$ cat src/rtl/port_controller_pkg.sv
// port_controller_pkg: CPU port map, widths and shared types.
// The CPU and the board top import this so both agree on the map.
package port_controller_pkg;

    localparam int WORD_SIZE_DEF   = 16;
    localparam int SYNC_STAGES_DEF = 2;
    localparam int NUM_SW          = 8;
    localparam int NUM_BTN         = 4;
    localparam int SHOW_W          = 16;

    localparam int unsigned ADDR_DISP0 = 0;
    localparam int unsigned ADDR_DISP1 = 1;
    localparam int unsigned ADDR_SW    = 2;
    localparam int unsigned ADDR_BTNEV = 3;
    localparam int unsigned ADDR_TIMER = 4;

    typedef enum logic {
        ST_IDLE,
        ST_ACCESS
    } state_e;

    typedef enum logic [2:0] {
        PORT_DISP0,
        PORT_DISP1,
        PORT_SW,
        PORT_BTNEV,
        PORT_TIMER,
        PORT_NONE
    } port_e;

    function automatic logic port_writable(input port_e p);
        return (p == PORT_DISP0) || (p == PORT_DISP1) || (p == PORT_TIMER);
    endfunction

endpackage

$ cat src/rtl/port_controller_input_sync.sv
// input_sync: multi-flop synchronizers for switches and buttons,
// plus rising-edge detection on the synchronized buttons.
module input_sync
    import port_controller_pkg::*;
#(
    parameter int SYNC_STAGES = SYNC_STAGES_DEF
) (
    input  logic               clk_i,
    input  logic               rst_ni,
    input  logic [NUM_SW-1:0]  sw_i,
    input  logic [NUM_BTN-1:0] btn_i,
    output logic [NUM_SW-1:0]  sw_o,
    output logic [NUM_BTN-1:0] btn_rise_o
);

    logic [SYNC_STAGES-1:0][NUM_SW-1:0]  sw_q;
    logic [SYNC_STAGES-1:0][NUM_BTN-1:0] btn_q;
    logic [NUM_BTN-1:0]                  btn_prev_q;
    logic [NUM_BTN-1:0]                  btn_s;
    logic [SYNC_STAGES:0]                prime_q;
    logic [SYNC_STAGES:0]                prime_d;
    logic                                primed;

    assign sw_o  = sw_q[SYNC_STAGES-1];
    assign btn_s = btn_q[SYNC_STAGES-1];

    // Edges are suppressed until the chain and history hold real samples,
    // so a button held through reset is never reported as a press.
    assign prime_d = {prime_q[SYNC_STAGES-1:0], 1'b1};
    assign primed  = prime_q[SYNC_STAGES];

    assign btn_rise_o = primed ? (btn_s & ~btn_prev_q) : '0;

    always_ff @(posedge clk_i or negedge rst_ni) begin
        if (!rst_ni) begin
            sw_q       <= '0;
            btn_q      <= '0;
            btn_prev_q <= '0;
            prime_q    <= '0;
        end else begin
            sw_q[0]  <= sw_i;
            btn_q[0] <= btn_i;
            for (int i = 1; i < SYNC_STAGES; i++) begin
                sw_q[i]  <= sw_q[i-1];
                btn_q[i] <= btn_q[i-1];
            end
            btn_prev_q <= btn_s;
            prime_q    <= prime_d;
        end
    end

endmodule

$ cat src/rtl/port_controller.sv
// port_controller: CPU-visible I/O ports (displays, switches, button
// events, free-running timer) behind a two-state request FSM.
module port_controller
    import port_controller_pkg::*;
#(
    parameter int WORD_SIZE   = WORD_SIZE_DEF,
    parameter int SYNC_STAGES = SYNC_STAGES_DEF
) (
    input  logic                 mclk,
    input  logic                 rst_n,
    input  logic                 cpu_en,
    input  logic [WORD_SIZE-1:0] portaddr,
    input  logic [WORD_SIZE-1:0] portval,
    input  logic                 portget,
    input  logic                 portset,
    output logic [WORD_SIZE-1:0] portout,
    output logic                 port_ready,
    input  logic [NUM_SW-1:0]    sw,
    input  logic [NUM_BTN-1:0]   btn,
    input  logic                 show_sel,
    output logic [SHOW_W-1:0]    show_val,
    output logic                 bad_addr
);

    state_e               state_q, state_d;
    logic                 accept;

    logic [WORD_SIZE-1:0] addr_q, addr_d;
    logic [WORD_SIZE-1:0] val_q, val_d;
    logic                 rd_q, rd_d;
    logic                 wr_q, wr_d;

    logic [WORD_SIZE-1:0] disp0_q, disp0_d;
    logic [WORD_SIZE-1:0] disp1_q, disp1_d;
    logic [WORD_SIZE-1:0] timer_q, timer_d;
    logic [WORD_SIZE-1:0] portout_q, portout_d;
    logic [NUM_BTN-1:0]   btnev_q, btnev_d;
    logic                 ready_q, ready_d;
    logic                 bad_q, bad_d;
    logic [SHOW_W-1:0]    show_q, show_d;

    logic [NUM_SW-1:0]    sw_s;
    logic [NUM_BTN-1:0]   btn_rise;
    port_e                port_sel;
    logic [WORD_SIZE-1:0] rd_data;
    logic                 do_rd;
    logic                 do_wr;
    logic                 wr_ok;

    input_sync #(
        .SYNC_STAGES (SYNC_STAGES)
    ) u_input_sync (
        .clk_i      (mclk),
        .rst_ni     (rst_n),
        .sw_i       (sw),
        .btn_i      (btn),
        .sw_o       (sw_s),
        .btn_rise_o (btn_rise)
    );

    always_ff @(posedge mclk or negedge rst_n) begin
        if (!rst_n) begin
            state_q <= ST_IDLE;
        end else begin
            state_q <= state_d;
        end
    end

    always_comb begin
        state_d = state_q;
        accept  = 1'b0;
        unique case (state_q)
            ST_IDLE: begin
                if (cpu_en && (portget || portset)) begin
                    accept  = 1'b1;
                    state_d = ST_ACCESS;
                end
            end
            ST_ACCESS: state_d = ST_IDLE;
            default:   state_d = ST_IDLE;
        endcase
    end

    // A combined get+set is treated as a pure write.
    always_comb begin
        addr_d = addr_q;
        val_d  = val_q;
        rd_d   = rd_q;
        wr_d   = wr_q;
        if (accept) begin
            addr_d = portaddr;
            val_d  = portval;
            wr_d   = portset;
            rd_d   = portget & ~portset;
        end
    end

    always_comb begin
        port_sel = PORT_NONE;
        unique case (1'b1)
            addr_q == WORD_SIZE'(ADDR_DISP0): port_sel = PORT_DISP0;
            addr_q == WORD_SIZE'(ADDR_DISP1): port_sel = PORT_DISP1;
            addr_q == WORD_SIZE'(ADDR_SW):    port_sel = PORT_SW;
            addr_q == WORD_SIZE'(ADDR_BTNEV): port_sel = PORT_BTNEV;
            addr_q == WORD_SIZE'(ADDR_TIMER): port_sel = PORT_TIMER;
            default:                          port_sel = PORT_NONE;
        endcase
    end

    always_comb begin
        rd_data = '0;
        unique case (port_sel)
            PORT_DISP0: rd_data = disp0_q;
            PORT_DISP1: rd_data = disp1_q;
            PORT_SW:    rd_data = WORD_SIZE'(sw_s);
            PORT_BTNEV: rd_data = WORD_SIZE'(btnev_q);
            PORT_TIMER: rd_data = timer_q;
            default:    rd_data = '0;
        endcase
    end

    assign do_rd = (state_q == ST_ACCESS) && rd_q;
    assign do_wr = (state_q == ST_ACCESS) && wr_q;
    assign wr_ok = do_wr && port_writable(port_sel);

    always_comb begin
        disp0_d   = disp0_q;
        disp1_d   = disp1_q;
        portout_d = portout_q;
        btnev_d   = btnev_q | btn_rise;
        ready_d   = (state_q == ST_ACCESS);
        bad_d     = bad_q | ((state_q == ST_ACCESS) && (port_sel == PORT_NONE));
        show_d    = show_sel ? SHOW_W'(disp1_q) : SHOW_W'(disp0_q);
        timer_d   = cpu_en ? timer_q + WORD_SIZE'(1) : timer_q;

        if (wr_ok && port_sel == PORT_DISP0) disp0_d = val_q;
        if (wr_ok && port_sel == PORT_DISP1) disp1_d = val_q;
        if (wr_ok && port_sel == PORT_TIMER) timer_d = val_q;

        if (do_rd) portout_d = rd_data;
        // Clear only what was visible to this read; a coincident edge survives.
        if (do_rd && port_sel == PORT_BTNEV) btnev_d = btn_rise;
    end

    always_ff @(posedge mclk or negedge rst_n) begin
        if (!rst_n) begin
            addr_q    <= '0;
            val_q     <= '0;
            rd_q      <= 1'b0;
            wr_q      <= 1'b0;
            disp0_q   <= '0;
            disp1_q   <= '0;
            timer_q   <= '0;
            portout_q <= '0;
            btnev_q   <= '0;
            ready_q   <= 1'b0;
            bad_q     <= 1'b0;
            show_q    <= '0;
        end else begin
            addr_q    <= addr_d;
            val_q     <= val_d;
            rd_q      <= rd_d;
            wr_q      <= wr_d;
            disp0_q   <= disp0_d;
            disp1_q   <= disp1_d;
            timer_q   <= timer_d;
            portout_q <= portout_d;
            btnev_q   <= btnev_d;
            ready_q   <= ready_d;
            bad_q     <= bad_d;
            show_q    <= show_d;
        end
    end

    assign portout    = portout_q;
    assign port_ready = ready_q;
    assign bad_addr   = bad_q;
    assign show_val   = show_q;

endmodule

$ cat config.mk
export PLATFORM = sky130hd
export DESIGN_NAME = port_controller
export DESIGN_NICKNAME = d
export VERILOG_FILES = /design/src/rtl/port_controller_pkg.sv /design/src/rtl/port_controller_input_sync.sv /design/src/rtl/port_controller.sv
export SDC_FILE = /design/constraint.sdc
export NUM_CORES = 1
export LEC_CHECK = 0
export BUFFER_PORTS_ARGS = -buffer_cell sky130_fd_sc_hd__buf_2
export CORE_MARGIN = 2
export CORE_UTILIZATION = 60
export CTS_CLUSTER_DIAMETER = 100
export CTS_CLUSTER_SIZE = 20
export DETAILED_ROUTE_END_ITERATION = 8
export PLACE_DENSITY = 0.83
export SETUP_SLACK_MARGIN = 0.5
export SLEW_MARGIN = 20
export SYNTH_ARGS = -nofsm -noshare
export SYNTH_HDL_FRONTEND = slang
export SYNTH_HIERARCHICAL = 1
export SYNTH_SLANG_ARGS = --single-unit
export TNS_END_PERCENT = 5
$ cat constraint.sdc
create_clock -name mclk -period 4.2 [get_ports mclk]
set_input_delay 0 -clock mclk [delete_from_list [all_inputs] [get_ports mclk]]
set_output_delay 0 -clock mclk [all_outputs]
set_load 0.05 [all_outputs]
Word-level counts from Yosys, hierarchy flattened
Index checks and enable logic that the tools add are counted.
{ "totals": {"out_inout_bits": 34, "ff_bits": 152, "latch_bits": 0, "mem_bits_rw": 0, "memories": 0, "in_bits": 50, "romBits": 0} }
{ "classes": {"n_shift": 0, "n_mux": 10, "bitwise_logic": 7, "add_sub_neg": 1, "n_eq_ne": 9, "order_cmp": 0, "mul": 0, "div_mod_pow": 0, "n_reduce_logical": 15} }
{ "ops": {"columns": ["cell", "count"], "rows": [
  ["$pmux 16 s5", 1],
  ["$mux 16", 3],
  ["$eq 16x2->1 const B", 2],
  ["$add 16x1->16 const B", 1],
  ["$eq 16x1->1 const B", 1],
  ["$eq 16x3->1 const B", 1],
  ["$logic_not 16->1", 1],
  ["$pmux 3 s5", 1],
  ["$logic_and 1x1->1", 9],
  ["$mux 4", 2],
  ["$eq 3x2->1 const B", 2],
  ["$eq 3x3->1 const B", 2],
  ["$and 4x4->4", 1],
  ["$not 4->4", 1],
  ["$or 4x4->4", 1],
  ["$eq 3x1->1 const B", 1],
  ["$logic_not 3->1", 1],
  ["$logic_or 1x1->1", 3],
  ["$mux 1", 2],
  ["$not 1->1", 2],
  ["$pmux 1 s2", 1],
  ["$reduce_bool 2->1", 1],
  ["$and 1x1->1", 1],
  ["$or 1x1->1", 1]
]} }

Depth between registers and ports, before layout
Gate-level depths: netlist of the first run.
{ "logic_depth": {"depth_word": 8, "ltp_mapped": 8} }

By module
Netlist of the first run, hierarchy kept.
{ "by_module_without_submodules": {"columns": ["mod", "n_inst", "area_each_um2", "cells_per_inst", "seq_area_each_um2"], "rows": [
  ["port_controller", 1, 5321.4, 415, 3027.9],
  ["input_sync", 1, 874.6, 44, 775.7]
]} }

Least setup slack after synthesis of the first run
Ideal clock, no wire load.
{ "synth_timing": {"kind": "reg2reg", "startpoint": "register addr_q[9]", "endpoint": "register disp1_q[10]", "required_time_ps": 4075, "path_stages_with_launch": 6, "arrival_ps": 1890, "n_path_buf": 1, "period_less_slack_ps": 2014, "setup_ps": 125, "setup_slack_ps": 2186, "path_cell_list": "dfrtp_1 -> nor4_4 -> nand3_2 -> nor4_4 -> buf_6 -> mux2_2"} }
{ "synth_between": {"elab_chain_len": 7} }
{ "synth_rtl": {"columns": ["element", "line_no", "source"], "rows": [
  ["start: declaration", "port_controller.sv:28", "logic [WORD_SIZE-1:0] addr_q, addr_d;"],
  ["start signal: assignment", "port_controller.sv:160", "addr_q <= addr_d;"],
  ["$eq 16x3->1, or another cell as far along", "port_controller.sv:105", "addr_q == WORD_SIZE'(ADDR_TIMER): port_sel = PORT_TIMER;"],
  ["$pmux 3 s5 (*)", "port_controller.sv:100", "unique case (1'b1)"],
  ["$eq 3x1->1 / $logic_not 3->1 (equally long branches)", "port_controller_pkg.sv:32, port_controller.sv:137", null],
  ["$logic_or 1x1->1 (2 in series)", "port_controller_pkg.sv:32", "return (p == PORT_DISP0) || (p == PORT_DISP1) || (p == PORT_TIMER);"],
  ["$logic_and 1x1->1", "port_controller.sv:124", "assign wr_ok = do_wr && port_writable(port_sel);"],
  ["$logic_and 1x1->1 (*)", "port_controller.sv:137", "if (wr_ok && port_sel == PORT_DISP1) disp1_d = val_q;"],
  ["end signal: assignment", "port_controller.sv:165", "disp1_q <= disp1_d;"],
  ["end: declaration", "port_controller.sv:34", "logic [WORD_SIZE-1:0] disp1_q, disp1_d;"]
]} }
Every way passes the cells marked *; elsewhere a longest branch is shown, timed or not.
A chain may end at the register's enable or synchronous reset.

Worst setup path after layout of the first run
{ "layout_timing": {"startpoint": "register addr_q[2]", "endpoint": "register timer_q[2]"} }
{ "layout_between": {"elab_chain_len": 8} }
{ "layout_rtl": {"columns": ["element", "line_no", "source"], "rows": [
  ["$eq 16x3->1, or another cell as far along", "port_controller.sv:105", null],
  ["$pmux 3 s5 (*)", "port_controller.sv:100", null],
  ["$eq 3x1->1 / $logic_not 3->1 (equally long branches)", "port_controller_pkg.sv:32", null],
  ["$logic_or 1x1->1 (2 in series)", "port_controller_pkg.sv:32", null],
  ["$logic_and 1x1->1", "port_controller.sv:124", null],
  ["$logic_and 1x1->1 (*)", "port_controller.sv:138", "if (wr_ok && port_sel == PORT_TIMER) timer_d = val_q;"],
  ["$mux 16 / $reduce_bool 2->1 (equally long branches)", null, null],
  ["end signal: assignment", "port_controller.sv:166", "timer_q <= timer_d;"],
  ["end: declaration", "port_controller.sv:35", "logic [WORD_SIZE-1:0] timer_q, timer_d;"]
]} }
Marked as above.

==> results of run 1 <==
## metal layers
metal  wire length, um  GRT usage [%]  up-vias
met3               865          6.184       38
met1              5719          34.58     2154
met5                 0              0        -
met2              7231          45.30      206
met4               422          11.47        0
li1                  -              -     1888
## cells in the final DEF (no fill, tap or decap), types with 4 or more instances in the layout
cell	synthesis	routed
inv_6	0	7
a21oi_1	17	17
a21o_1	5	5
dlygate4sd3_1	0	49
nand4_1	9	9
a2bb2oi_1	4	4
xor2_1	9	9
dfrtp_1	152	152
buf_2	5	82
and3b_1	5	5
o21ai_0	19	19
nor2_1	26	26
xnor2_1	6	6
and3_1	8	8
nand2_1	20	20
mux2_2	89	89
clkbuf_16	0	16
o21ai_1	4	4
a22oi_1	9	9
mux2i_1	11	11
a31oi_1	4	4
## synth_stat cells (6+ instances only)
library cell,instances,share of area [%]
and3_1,8,0.81
a22oi_1,9,1.1
xor2_1,9,1.3
nor2_1,26,1.6
nand4_1,9,0.91
mux2i_1,11,1.8
clkbuf_1,11,0.67
o21ai_0,19,1.5
buf_4,8,0.97
dfrtp_1,152,61
mux2_2,89,16
nand2_1,20,1.2
a21oi_1,17,1.4
xnor2_1,6,0.85
## kinds of logic (layout without fill, tap and decap cells)
group / count (synthesis) / in the layout / synth area share (%)
flip-flops: 152 / 152 / 61.39
multiplexers: 100 / 100 / 17.95
AND/OR/NAND/NOR: 91 / 91 / 8.562
AO/OA/AOI/OAI: 67 / 67 / 6.583
buffers and inverters: 32 / 171 / 3.130
XOR/XNOR: 15 / 15 / 2.120
adder cells (fa/ha/maj): 1 / 1 / 0.2019
other: 1 / 1 / 0.06052
## worst reg2reg max path: stages, from the launching register on
cell	delay [ns]
dfrtp_1	1.06
inv_1	0.13
or4_1	1.05
nor2_1	0.34
a21oi_1	0.07
## through the flow
step / setup WS, ns / utilization [%] / power, W / cell area [um^2] / hold WS [ns]
2_1_floorplan: 2.186 / - / 0.001994 / 6196 / -0.2956
3_3_place_gp: 1.431 / 65.01 / 0.002105 / 6621 / 0.1078
3_5_place_dp: 1.342 / 65.16 / 0.002132 / 6636 / 0.1098
4_1_cts: 1.249 / 76.02 / 0.003759 / 7742 / 0.03285
5_1_grt: 1.229 / 76.23 / 0.003908 / 7764 / 0.05133
6_report: 1.382 / 76.23 / 0.003767 / 7764 / 0.05517
## report_power, final
| group | switching [W] | total [W] | internal (W) |
|---|---|---|---|
| sequential | 0.000188 | 0.00178 | 0.00160 |
| combinational | 0.000183 | 0.000394 | 0.000211 |
| clock | 0.000658 | 0.00159 | 0.000932 |
## layout make-up
| cell class | count | area (um^2) |
|---|---|---|
| Tap cell | 136 | 170.2 |
| Clock buffer | 17 | 414.1 |
| Sequential cell | 152 | 3804 |
| Timing Repair Buffer | 137 | 963.4 |
| Inverter | 2 | 7.507 |
| Fill cell | 605 | 2421 |
| Multi-Input combinational cell | 275 | 2203 |
| Clock inverter | 15 | 201.4 |
## repair_timing
item | CTS | global route
setup endpoints to repair | 0 | 0
hold buffers | 49 | 0
endpoints found under the hold margin | 167 | 0
## path summary, 6_finish.rpt
path | startpoint | cells after the start | slack, ns | end
setup / recovery | addr_q[2] | 4 | 1.38 | timer_q[2]
hold / removal | show_sel | 2 | 0.06 | show_val[0]
setup reg to reg | addr_q[2] | 4 | 1.38 | timer_q[2]
hold reg to reg | u_input_sync/btn_q[3] | 0 | 0.35 | u_input_sync/btn_s[3]
max in group asynchronous | rst_n | 3 | 3.02 | timer_q[2]
min in group asynchronous | rst_n | 2 | 0.15 | portout[12]
## sequential cells by signal (all words and copies together) (netlist names), 16 cells and up
| name | cells |
|---|---|
| val_q | 16 |
| show_val | 16 |
| addr_q | 16 |
| disp1_q | 16 |
| portout | 16 |
| timer_q | 16 |
| disp0_q | 16 |
==> results.cfg, run 1 <==
[global_routing]
gr-total-overflow = 0
grt_pass1_wl_mm = 23.32
track_usage_pct = 27.22
grt_max_degree = 118
grt_pass1_vias = 4549
antenna_found_initial = 0

[timing]
post-route-period-util_pct = 67.10
fin_skew_ns = 0.009932
fmax_mhz = 354.9
slew_headroom_pct = 26.40
finalHoldViolCount = 0
setup_viol = 0
tns_ns = 0
drv_slew = 0
min_period_ns = 2.818
tightestPinTransition_ns = 1.100
rsz0062_at_grt = false

[synthesis]
syn_nets = 510
yosys_warnings = 6
synth.avg_cell_area_um2 = 13.50
ys_seq_area_share_pct = 61.39
synthCells = 459
syn-cell-area_mm2 = 0.006196
ys_types = 42
ys.flop_type = dfrtp_1
synthArstFlopShare_pct = 100.0
ys_ff_latch = 152
synth-edff-count = 0

[drt]
avgViaCountPerCell = 5.839
drc = 0
first_pass_iters = 5
ant_nets = 0
dr.first_iter.drc_count = 335
post_drt_wl_per_cell_um = 19.40
vias = 4286
wirelength_mm = 14.24

[finish]
diodes = 0
drive_gt1_share_pct = 36.45
final_cells = 734
final_nets = 636
area_delta_synth_final_pct = 25.30

[cts]
clk_pin_slew_ns = 0.07
cts_buffers = 17
cts_resized = 0
cts_root_buf = clkbuf_8
cts_sinks = 152
worstSkewPairLatency_ns = 0.53
post_cts_buffers = 0
clk_path_buf_depth = 2
cts_tree = done
htree_levels = 4

[floorplan]
die_x_um = 105.6
die-area_mm2 = 0.01116
ioPinCount = 84
core_mm2 = 0.01018
die_height_um = 105.6
start_util_pct = 60.84
rows = 37

[placed_design]
post-place-cells = 651
hpwl_mm = 8.181
gp_congestion = 0.8333
portBuffers = 83

[worst_setup_path]
required_ns = 4.55
crit_path_cell_trace = inv_1 -> or4_1 -> nor2_1 -> a21oi_1
crit_arrival_ns = 3.17
critPathBufInv = 1
path_max_fanout = 32
end_kind = flip-flop
slowest_stage = dfrtp_1
cp-start-kind = flip-flop
crit_type = reg -> reg
crit_family = simple AND/OR/NAND/NOR gates
slowest_delay_ns = 1.06

[min_path]
worst_hold_path_type = in -> reg

[run]
maxCapViolations = 0

[power_and_ir_drop]
cellLeakagePower_nw = 3.657
vdd_drop_max_uv = 271.1
p_per_area_mw_per_mm2 = 485.2

[run_status]
status = complete, no violations
Note: power is estimated with default switching activity, not from simulation.
==> inputs of run 2 (changes only) <==
Settings changed: ABC_AREA set to 1, CORE_UTILIZATION 60 to 52, PLACE_DENSITY 0.83 to 0.76.
Clock period 4.2 ns to 2.55 ns, I/O delays scaled along.
==> run 2 against run 1 <==
Combinational power up 67%. Sequential power up 58%. Clock power up 60%. Hold slack worse by 0.037 ns. Flip-flop and latch count unchanged. First-iteration DRC count up 33%. Via count up 24%. Critical path depth up 4. Cell count up 46%. Count of clock-buffer cells in the layout up 2. Die area up 23%. Largest cell class unchanged. Largest power group unchanged.
==> results.cfg, run 2 <==
[run_status]
status = complete, no violations

[synthesis]
netlist_top_cells_area = dfrtp_1 57%, nand2_1 16%, nand3_1 5.1%
synthCells = 765
syn_nets = 816
synthSimpleGateAreaFrac_pct = 28.03
synth_top_family_by_area = simple AND/OR/NAND/NOR gates
syn-cell-area_mm2 = 0.006638
yosysMostFrequentCell = nand2_1
ys.flop_type = dfrtp_1
yosys.area.top_type_share_pct = 57.30
synth-edff-count = 0
synth_commonest_cells = 290 x nand2_1, 152 x dfrtp_1, 68 x nand3_1
synthArstFlopShare_pct = 100.0
ys_ff_latch = 152
synth-compound-area-share_pct = 4.713
yosys_warnings = 6
synth_mux_area_share_pct = 0
yosys.area.top_type = dfrtp_1
synth-xor-area-share_pct = 1.715
synth.avg_cell_area_um2 = 8.677
ys_seq_area_share_pct = 57.30
synthAdderAreaFrac_pct = 0.1885
ys_types = 30

[cts]
cts_sinks = 152
clk_pin_slew_ns = 0.07
cts_tree = done
htree_levels = 4
clk_path_buf_depth = 2
cts_root_buf = clkbuf_16
worstSkewPairLatency_ns = 0.43
cts_buffers = 17

[worst_setup_path]
cp-start-kind = flip-flop
required_ns = 2.88
path_max_fanout = 32
crit_type = reg -> reg
end_kind = flip-flop
crit_arrival_ns = 2.29

[floorplan]
start_util_pct = 53.03
ioPinCount = 84
die_x_um = 117.0
die-area_mm2 = 0.01368
die_height_um = 117.0
rows = 41
core_mm2 = 0.01252

[power_and_ir_drop]
p_sw_w = 0.001715
comb_power_share_pct = 10.9
vdd_drop_max_uv = 503.7
p_int_w = 0.004304
power.total_w = 0.006020
p_seq_share_pct = 46.7
p_per_area_mw_per_mm2 = 739.4
cellLeakagePower_nw = 4.422
p_sw_share_pct = 28.49
clkPwrFrac_pct = 42.4

[drt]
post_drt_wl_per_cell_um = 14.16
dr.first_iter.drc_count = 444
wirelength_mm = 15.15
drc = 0
avgViaCountPerCell = 4.956
vias = 5303
ant_nets = 0
first_pass_iters = 5

[placed_design]
hpwl_mm = 9.783
portBuffers = 83
gp_congestion = 0.9067
post-place-cells = 992

[timing]
tightestPinTransition_ns = 0.6132
rsz0062_at_grt = true
min_period_ns = 1.966
tns_ns = 0
post-route-period-util_pct = 77.10
finalHoldViolCount = 0
fin_skew_ns = 0.009629
slew_headroom_pct = 59.12
fmax_mhz = 508.6
drv_slew = 0
setup_viol = 0

[finish]
final_cells = 1070
area_delta_synth_final_pct = 22.66
drive_gt1_share_pct = 16.82
layout_commonest_cell = nand2_1
final_nets = 936
nFillCells = 1074
final_cell_mix = 290 x nand2_1, 152 x dfrtp_1, 82 x buf_2, 68 x nand3_1, 64 x inv_1
diodes = 0

[run]
maxCapViolations = 0

[global_routing]
grt_pass1_vias = 5227
track_usage_pct = 24.47
gr-total-overflow = 0
grt_pass1_wl_mm = 25.23
antenna_found_initial = 0
grt_max_degree = 72

[min_path]
worst_hold_path_type = in -> reg
## run 2: cell types whose count changed in the layout (fill, tap and decap cells not counted), moves of 17 or more
cell	change
mux2_2	-89
inv_1	+62
nand2_1	+270
nor2_1	+17
o21ai_1	+20
nand3_1	+65
## run 2: final cells by class
type / instances / area (um^2) / share of cell area (%)
Multi-Input combinational cell: 508 / 2308 / 28.35
Clock buffer: 19 / 452.9 / 5.563
Sequential cell: 152 / 3804 / 46.72
Inverter: 70 / 264.0 / 3.243
Clock inverter: 13 / 150.1 / 1.844
Timing Repair Buffer: 136 / 947.2 / 11.63
Tap cell: 172 / 215.2 / 2.643
## run 2: logic make-up (layout without fill, tap and decap cells)
group,Yosys count,after routing
XOR/XNOR,13,13
buffers and inverters,105,238
flip-flops,152,152
adder cells (fa/ha/maj),1,1
other,1,1
AO/OA/AOI/OAI,60,60
AND/OR/NAND/NOR,433,433
## run 2: worst paths after layout
| check | slack (ns) | startpoint | to | cells after the start |
|---|---|---|---|---|
| setup / recovery | 0.58 | addr_q[13] | disp1_q[0] | 8 |
| hold / removal | 0.02 | cpu_en | ready_d | 3 |
| setup reg to reg | 0.58 | addr_q[13] | disp1_q[0] | 8 |
| hold reg to reg | 0.35 | u_input_sync/btn_q[3] | u_input_sync/btn_s[3] | 0 |
| max in group asynchronous | 1.71 | rst_n | disp1_q[6] | 3 |
| min in group asynchronous | 0.07 | rst_n | disp0_q[8] | 2 |
## run 2: critical path, stage by stage, from the launching register on
cell,delay (ns)
dfrtp_1,0.38
nor2_1,0.10
nand2_1,0.09
nor2_4,0.21
buf_4,0.24
and2_4,0.29
nand2_4,0.24
o21ai_1,0.23
inv_1,0.07
## run 2: routing by layer
layer  routed length, um  GRT usage, %  vias up
met2                7067         38.27      175
met1                6687         32.92     2473
met5                   0             0        -
li1                    -             -     2630
met3                1080         7.261       25
met4                 315         8.549        0
## run 2: power by group through the flow
stage / clock, W / combinational (W) / sequential, W
floorplan: 0 / 0.000380 / 0.00285
finish: 0.00255 / 0.000657 / 0.00281
CTS: 0.00258 / 0.000659 / 0.00281
global placement: 0 / 0.000587 / 0.00285
global route: 0.00266 / 0.000754 / 0.00284
detailed placement: 0 / 0.000599 / 0.00285
## run 2: per-stage QoR
stage / hold WS (ns) / area, um^2 / utilization [%] / setup slack (ns)
after floorplan: -0.2956 / 6638 / - / 1.124
after global placement: -0.02973 / 7073 / 56.51 / 0.6405
after detailed placement: -0.02975 / 7073 / 56.51 / 0.5662
after CTS: 0.009517 / 8137 / 65.00 / 0.5284
after global routing: 0.04603 / 8142 / 65.04 / 0.4012
final: 0.01855 / 8142 / 65.04 / 0.5839
## run 2: timing repair
action | 4_1_cts | 5_1_grt
hold endpoints to repair | 166 | 0
setup buffers | 0 | 0
gates resized for setup | 0 | 1
hold buffers | 46 | 0
endpoints found under the setup margin | 0 | 35
==> inputs of run 3 (changes only) <==
Settings changed: CORE_UTILIZATION 52 to 58, PLACE_DENSITY 0.76 to 0.8.
Clock period 2.55 ns to 1.95 ns, I/O delays scaled along.
==> run 3 against run 2 <==
Sequential share of layout area decreased by 3.2 points. Hold slack improved by 0.0041 ns. Count of clock-buffer cells in the layout decreased by 1. Clock power increased by 25%. Largest power group unchanged. Highest routed layer unchanged.
==> results.cfg, run 3 (synthesis gave the netlist of run 2 again) <==
[finish]
diodes = 0
final_cell_mix = 272 x nand2_1, 152 x dfrtp_1, 82 x buf_2, 61 x inv_1, 57 x nand3_1
layout_commonest_cell = nand2_1
final_cells = 1076
final_nets = 971
drive_gt1_share_pct = 23.69
area_delta_synth_final_pct = 31.72

[timing]
drv_slew = 0
fmax_mhz = 609.8
tns_ns = 0
fin_skew_ns = 0.008700
finalHoldViolCount = 0
rsz0062_at_grt = true
whs_ns = 0.02262
setup_viol = 0
slew_headroom_pct = 58.34
tightestPinTransition_ns = 0.6242
post-route-period-util_pct = 84.10
min_period_ns = 1.640

[cts]
worstSkewPairLatency_ns = 0.44
cts_sinks = 152
htree_levels = 4
clk_path_buf_depth = 2
clk_pin_slew_ns = 0.07
cts_tree = done
cts_buffers = 17
cts_root_buf = clkbuf_16

[drt]
ant_nets = 0
wirelength_mm = 18.06
post_drt_wl_per_cell_um = 16.78
vias = 5903
avgViaCountPerCell = 5.486
first_pass_iters = 8
dr.first_iter.drc_count = 583
drc = 0

[run_status]
status = complete, no violations

[worst_setup_path]
crit_type = reg -> reg
crit_path_cell_trace = buf_6 -> buf_4 -> nand3_4 -> nor2_4 -> buf_4 -> nand3_1 -> nand2_1 -> nor2_1 -> nand2_1 -> nand2_1 -> nand2_1
required_ns = 2.28
path_max_fanout = 3
slowest_delay_ns = 0.43
cp-start-kind = flip-flop
timing.critical_path.mode_cell = nand2_1
end_kind = flip-flop
crit_family = simple AND/OR/NAND/NOR gates
slowest_stage = dfrtp_1
crit_arrival_ns = 1.97
critPathBufInv = 3

[placed_design]
gp_congestion = 0.9271
hpwl_mm = 9.965
post-place-cells = 965
portBuffers = 83

[min_path]
worst_hold_path_type = in -> async

[floorplan]
rows = 39
start_util_pct = 58.89
ioPinCount = 84
core_mm2 = 0.01127
die-area_mm2 = 0.01232
die_height_um = 111.0
die_x_um = 111.0

[run]
maxCapViolations = 0

[power_and_ir_drop]
vdd_drop_max_uv = 745.0
cellLeakagePower_nw = 4.716
p_per_area_mw_per_mm2 = 909.8

[global_routing]
gr-total-overflow = 0
track_usage_pct = 28.75
grt_pass1_vias = 5695
grt_pass1_wl_mm = 27.45
antenna_found_initial = 0
grt_max_degree = 61
## run 3: cell types whose count changed in the layout (fill, tap and decap cells not counted), sizes merged
cell         previous run  this run
dlygate4sd3            46        47
clkinv                  4         3
clkinvlp                0         4
inv                    78        76
nand2                 299       301
buf                    90       122
clkbuf                 19        18
## run 3: area by class of cell
class | count | area [um^2]
clock buffers | 18 | 439.2
well taps | 143 | 178.9
flip-flops and latches | 152 | 3804
repair buffers | 169 | 1346
fillers | 686 | 2529
inverters | 70 | 287.8
clock inverters | 14 | 135.1
multi-input cells | 510 | 2552
## run 3: layer usage
layer,wire (um),vias to the layer above,track usage [%]
met5,0,-,0
met3,1516,85,6.506
met2,8889,313,46.63
li1,-,2684,-
met4,804,0,14.75
met1,6846,2821,36.49
## run 3: per-stage QoR
step	area (um^2)	util [%]	worst slack, ns	power (W)
after floorplan	6638	-	0.5240	0.004218
after global placement	7064	62.67	0.2230	0.004481
after detailed placement	7064	62.67	0.1174	0.004520
after CTS	8487	75.29	0.4087	0.007832
after global routing	8743	77.57	0.2099	0.008225
final	8743	77.57	0.3101	0.007955
## run 3: final timing paths
| kind | startpoint | to | slack, ns | cells after the start |
|---|---|---|---|---|
| max in group asynchronous | rst_n | u_input_sync/sw_q[1] | 1.30 | 3 |
| setup / recovery | addr_q[2] | portout[0] | 0.31 | 11 |
| setup reg to reg | addr_q[2] | portout[0] | 0.31 | 11 |
| hold / removal | rst_n | portout[10] | 0.02 | 2 |
| hold reg to reg | u_input_sync/sw_q[3] | u_input_sync/sw_o[3] | 0.35 | 0 |
| min in group mclk | show_sel | show_val[3] | 0.11 | 3 |
## run 3: report_power, final
group | switching, W | leakage, nW | internal, W | total [W]
logic | 0.000632 | 2.52 | 0.000417 | 0.00105
clock network | 0.00138 | 0.271 | 0.00181 | 0.00319
registers | 0.000299 | 1.93 | 0.00341 | 0.00371
## run 3: what timing repair did
action,in CTS,in global routing
hold buffers,47,0
cloned,3,1
hold endpoints to repair,201,0
pin swaps,23,33
gates resized for setup,39,41
setup buffers,17,11
endpoints found under the setup margin,80,101
